$ cat src/rtl/recur_accum_if.sv
// Stream, control and result bundle for the recursive shift-accumulator.
// The master drives run control and samples; the slave is the accumulator.
interface recur_accum_if #(
    parameter int W     = 32,
    parameter int IW    = 8,
    parameter int CNT_W = 8
);
    logic                    start;
    logic [CNT_W-1:0]        n_iter;
    logic [1:0]              shift;
    logic signed [IW-1:0]    in;
    logic                    in_valid;
    logic                    in_ready;
    logic signed [W-1:0]     y;
    logic                    y_valid;
    logic                    busy;
    logic                    done;
    logic                    ovf;

    modport master (
        output start, n_iter, shift, in, in_valid,
        input  in_ready, y, y_valid, busy, done, ovf
    );

    modport slave (
        input  start, n_iter, shift, in, in_valid,
        output in_ready, y, y_valid, busy, done, ovf
    );
endinterface

$ cat src/rtl/recur_accum.sv
// Recursive shift-accumulator: y[n] = (y[n-1] << shift) + x[n] over n_iter samples,
// with start/busy/done control, valid/ready input and optional saturation.
//
// state | meaning
// IDLE  | waiting for start; y holds the last result
// RUN   | accepting samples, one per cycle when in_valid and en
// DONE  | single cycle with done high, then back to IDLE
module recur_accum #(
    parameter int W     = 32,
    parameter int IW    = 8,
    parameter int CNT_W = 8,
    parameter bit SAT   = 1'b1
) (
    input  logic         clk,
    input  logic         rst,
    input  logic         en,
    recur_accum_if.slave bus
);
    localparam int SW = W + 4;

    typedef enum logic [1:0] {IDLE, RUN, DONE} state_t;

    state_t               state;
    logic [CNT_W-1:0]     cnt;
    logic [CNT_W-1:0]     n_lat;
    logic [1:0]           sh_lat;
    logic signed [W-1:0]  y_q;
    logic                 y_valid_q;
    logic                 busy_q;
    logic                 done_q;
    logic                 ovf_q;

    logic signed [SW-1:0] y_ext;
    logic signed [SW-1:0] in_ext;
    logic signed [SW-1:0] sum;
    logic signed [W-1:0]  y_next;
    logic                 out_of_range;

    // Sum in W+4 bits cannot itself overflow: |y << 3| + |x| < 2^(W+3).
    always_comb begin
        y_ext        = {{4{y_q[W-1]}}, y_q};
        in_ext       = {{(SW-IW){bus.in[IW-1]}}, bus.in};
        sum          = (y_ext <<< sh_lat) + in_ext;
        out_of_range = ~(&sum[SW-1:W-1]) & (|sum[SW-1:W-1]);
        y_next       = sum[W-1:0];
        if (SAT && out_of_range) begin
            y_next = sum[SW-1] ? {1'b1, {(W-1){1'b0}}} : {1'b0, {(W-1){1'b1}}};
        end
    end

    always_ff @(posedge clk) begin
        if (!rst) begin
            state     <= IDLE;
            cnt       <= '0;
            n_lat     <= '0;
            sh_lat    <= '0;
            y_q       <= '0;
            y_valid_q <= 1'b0;
            busy_q    <= 1'b0;
            done_q    <= 1'b0;
            ovf_q     <= 1'b0;
        end else if (en) begin
            y_valid_q <= 1'b0;
            done_q    <= 1'b0;
            case (state)
                IDLE: begin
                    if (bus.start) begin
                        y_q    <= '0;
                        ovf_q  <= 1'b0;
                        cnt    <= '0;
                        n_lat  <= bus.n_iter;
                        sh_lat <= bus.shift;
                        if (bus.n_iter != '0) begin
                            state  <= RUN;
                            busy_q <= 1'b1;
                        end else begin
                            state  <= DONE;
                            done_q <= 1'b1;
                        end
                    end
                end
                RUN: begin
                    if (bus.in_valid) begin
                        y_q       <= y_next;
                        y_valid_q <= 1'b1;
                        cnt       <= cnt + 1'b1;
                        if (out_of_range) begin
                            ovf_q <= 1'b1;
                        end
                        // Last sample: done lands together with the final y_valid.
                        if (cnt == n_lat - 1'b1) begin
                            state  <= DONE;
                            busy_q <= 1'b0;
                            done_q <= 1'b1;
                        end
                    end
                end
                DONE: begin
                    state <= IDLE;
                end
                default: begin
                    state <= IDLE;
                end
            endcase
        end
    end

    assign bus.in_ready = busy_q & en;
    assign bus.y        = y_q;
    assign bus.y_valid  = y_valid_q;
    assign bus.busy     = busy_q;
    assign bus.done     = done_q;
    assign bus.ovf      = ovf_q;
endmodule

$ cat src/flat_wrapper.sv
// flat-port wrapper written by rule: the top's interface ports become plain ports
module recur_accum_flat 
#(
    parameter int W     = 32,
    parameter int IW    = 8,
    parameter int CNT_W = 8,
    parameter bit SAT   = 1'b1
)
  (clk, rst, en, bus_start, bus_n_iter, bus_shift, bus_in, bus_in_valid, bus_in_ready, bus_y, bus_y_valid, bus_busy, bus_done, bus_ovf);
  recur_accum_if #(.W(W), .IW(IW), .CNT_W(CNT_W)) bus_i ();
  input  logic clk;
  input  logic rst;
  input  logic en;
  input wire logic [$bits(bus_i.start)-1:0] bus_start;
  input wire logic [$bits(bus_i.n_iter)-1:0] bus_n_iter;
  input wire logic [$bits(bus_i.shift)-1:0] bus_shift;
  input wire logic [$bits(bus_i.in)-1:0] bus_in;
  input wire logic [$bits(bus_i.in_valid)-1:0] bus_in_valid;
  output wire logic [$bits(bus_i.in_ready)-1:0] bus_in_ready;
  output wire logic [$bits(bus_i.y)-1:0] bus_y;
  output wire logic [$bits(bus_i.y_valid)-1:0] bus_y_valid;
  output wire logic [$bits(bus_i.busy)-1:0] bus_busy;
  output wire logic [$bits(bus_i.done)-1:0] bus_done;
  output wire logic [$bits(bus_i.ovf)-1:0] bus_ovf;
  assign bus_i.start = bus_start;
  assign bus_i.n_iter = bus_n_iter;
  assign bus_i.shift = bus_shift;
  assign bus_i.in = bus_in;
  assign bus_i.in_valid = bus_in_valid;
  assign bus_in_ready = bus_i.in_ready;
  assign bus_y = bus_i.y;
  assign bus_y_valid = bus_i.y_valid;
  assign bus_busy = bus_i.busy;
  assign bus_done = bus_i.done;
  assign bus_ovf = bus_i.ovf;
  recur_accum #(.W(W), .IW(IW), .CNT_W(CNT_W), .SAT(SAT)) u_core (.clk(clk), .rst(rst), .en(en), .bus(bus_i));
endmodule
$ cat config.mk
export PLATFORM = sky130hd
export DESIGN_NAME = recur_accum_flat
export DESIGN_NICKNAME = d
export VERILOG_FILES = /design/src/rtl/recur_accum_if.sv /design/src/rtl/recur_accum.sv /design/src/flat_wrapper.sv
export SDC_FILE = /design/constraint.sdc
export NUM_CORES = 1
export LEC_CHECK = 0
export CORE_MARGIN = 4
export CORE_UTILIZATION = 38
export DETAILED_ROUTE_END_ITERATION = 8
export DONT_BUFFER_PORTS = 1
export SETUP_SLACK_MARGIN = 0.5
export SYNTH_ARGS = -nofsm -noshare
export SYNTH_HDL_FRONTEND = slang
export SYNTH_SLANG_ARGS = --single-unit
$ cat constraint.sdc
create_clock -name clk -period 10.9 [get_ports clk]
set_input_delay 2.18 -clock clk [delete_from_list [all_inputs] [get_ports clk]]
set_output_delay 2.18 -clock clk [all_outputs]
set_load 0.02 [all_outputs]
==> results.cfg <==
[timing]
tns_ns = 0
hold_viol_final = 0
skew_ns = 0.00450
period_share = 0.505
max_freq_mhz = 182
slew_headroom = 0.187
layout_setup_ws_ns = 5.39
setup_viol = 0
tightest_slew_ns = 1.22
worst_hold_slack_ns = 0.473
timing.final.crit_period_ns = 5.51
rsz0062_at_grt = no
slew_violations = 0

[detailed_routing]
viasPerCell = 6.16
wire_per_inst_um = 17.9
dr.first_iter.drc_count = 271
drc = 0
drt-pass1-iter-count = 5
vias = 5015
wirelength_um = 14600
ant_nets = 0

[synthesis]
ys_seq_elements = 56
synth_edf_count = 0
ys_top_cells_by_area = dfxtp_1 20%, mux4_2 11%, ha_1 8.1%, a21oi_1 7.3%, nand2_1 6.6%
avgSynthCellArea_sq_um = 8.68
yosys.area.top_type_share = 0.197
synth.most_common_cell = nand2_1
synth_nets = 718
synthCells = 657
synth_cell_types = 79
ys.flop_type = dfxtp_1
synthTopCellsByCount = 100 x nand2_1, 83 x a21oi_1, 56 x dfxtp_1
syn_area_sq_mm = 0.00570
netlist.top_cell.by_area = dfxtp_1
synth_warnings = 0
async_flop_share = 0
yosysSeqAreaShare = 0.197

[cts]
cts_max_level = 2
post_cts_resized = 0
clk_path_buf_depth = 2
clk_latency_ns = 0.31
numCtsBuffers = 5
clock-sinks = 56
ctsRootBufferMaster = clkbuf_16
clkTransAtPathRegs_ns = 0.08
tritoncts = done
postCtsSetupRepairBufs = 0
postCtsHoldBufs = 0

[critical_path]
critPathRequiredTime_ns = 11.03
path_cells = ha_1 > nand4_4 > or3_1 > or4b_1 > o211ai_2 > a31oi_2 > xnor2_2 > nand4_2 > o21ai_4 > a311oi_2
rrSetupSlack_ns = 5.58
worstSetupPathType = in2reg
slowest_delay_ns = 0.96
r2r_end = u_core.bus.y[28]
startpoint = bus_in[7]
end_kind = flip-flop
r2r-start = u_core.sh_lat[0]
worst_setup_path_start_kind = primary input
crit_arrival_ns = 5.64
cp-endpoint = u_core.bus.y[28]
critPathSlowestCell = o21ai_4
crit_fanout = 28
r2r_cells = 12

[pwr]
total_power_mw = 0.526
p_leak_nw = 2.07
p_per_area_mw_per_mm2 = 91.0
ir_drop_mv = 0.0615

[placed_design]
dp_hpwl_um = 10900
place_ws_ns = 5.04
portBuffers = 0
place_congestion = 0.930
placedCellCount = 806

[global_routing]
grt_pass1_vias = 4942
grt_overflow_total = 0
grt_max_degree = 66
grtUsageTotal = 0.173
grt_pass1_wl_um = 24400
antenna_found_initial = 0

[floorplanning]
start_util = 0.391
coreArea_sq_mm = 0.0146
die_area_sq_mm = 0.0170
dieHeight_um = 130
die_w_um = 130
core.rowCount = 44
io_pins = 60

[finish]
final_layout_size_suffix_gt1_frac = 0.130
n_antenna_cell = 0
syn_to_final_growth_pct = 1.49
instances_no_fill = 814
fin_nets = 690

[flow_run]
drv_cap = 0

[worst_hold_path]
hold_class = reg2reg

[run_status]
status = finished, final reports clean
-- through the flow --
stage,cell area (sq um),utilization
after detailed placement,5630,0.386
after global placement,5630,0.386
after CTS,5790,0.397
after floorplan,5700,-
final,5790,0.397
after global routing,5790,0.397
-- how the worst min path moves through the flow --
stage | from | endpoint | cells past startpoint
6_report | u_core.n_lat[7] | u_core.n_lat[7] | 2
4_1_cts | u_core.n_lat[7] | u_core.n_lat[7] | 2
3_3_place_gp | u_core.n_lat[7] | u_core.n_lat[7] | 2
3_5_place_dp | u_core.n_lat[7] | u_core.n_lat[7] | 2
2_1_floorplan | u_core.n_lat[7] | u_core.n_lat[7] | 2
5_1_grt | u_core.n_lat[7] | u_core.n_lat[7] | 2
-- state kept, by name, summed over array words and instances, names as in the netlist --
register,count
u_core.bus.busy,1
u_core.n_lat,8
u_core.bus.y_valid,1
u_core.sh_lat,2
u_core.cnt,8
u_core.bus.y,32
u_core.bus.ovf,1
u_core.bus.done,1
u_core.state,2
-- cell families (layout without fill, tap and decap cells) --
| family | count (synthesis) | in the layout | synth area share |
|---|---|---|---|
| buffers and inverters | 48 | 21 | 0.0623 |
| XOR/XNOR | 49 | 49 | 0.0766 |
| AND/OR/NAND/NOR | 217 | 217 | 0.180 |
| AO/OA/AOI/OAI | 217 | 217 | 0.282 |
| adder cells (fa/ha/maj) | 38 | 38 | 0.0847 |
| flip-flops | 56 | 56 | 0.197 |
| multiplexers | 32 | 32 | 0.118 |
-- layout make-up --
cell class	count	area (sq um)
Multi-Input combinational cell	553	4230
Sequential cell	56	1120
Timing Repair Buffer	1	7.51
Tap cell	184	230
Fill cell	1470	8800
Clock buffer	5	125
Clock inverter	3	28.8
Inverter	12	45.0
-- layer usage --
layer,routed length [um],global-route usage
met4,204,0.0411
met5,0,0
met3,778,0.0309
met1,6550,0.227
met2,7070,0.297
-- cell usage in the layout (no fill, tap or decap), types with 8 or more instances in the layout --
cell	synthesis	routed
o211ai_1	10	10
a221oi_2	21	21
xnor2_1	25	25
ha_1	37	37
a211oi_1	13	13
a221oi_1	8	8
xor2_1	23	23
and2_1	8	8
dfxtp_1	56	54
nand4_1	9	9
nand3_1	15	15
o21ai_0	23	23
nor2_1	38	38
inv_1	12	11
mux4_2	28	28
nand2_1	100	100
a21oi_1	83	83
nor3_1	11	11
and3_1	8	8
-- critical path, delay by kind of cell --
kind / cells / cell delay, ns
AND/OR/NAND/NOR: 4 / 1.21
adder cells (fa/ha/maj): 1 / 0.44
XOR/XNOR: 1 / 0.19
AO/OA/AOI/OAI: 4 / 1.61
-- where the power goes --
part	internal (mW)	switching [mW]	leakage, nW	total [mW]
clock	0.0890	0.0887	0.0767	0.178
combinational	0.0483	0.0762	1.54	0.124
sequential	0.210	0.0145	0.454	0.224
total	0.347	0.179	2.07	0.526
No activity file was read; power rests on OpenSTA's default activity.
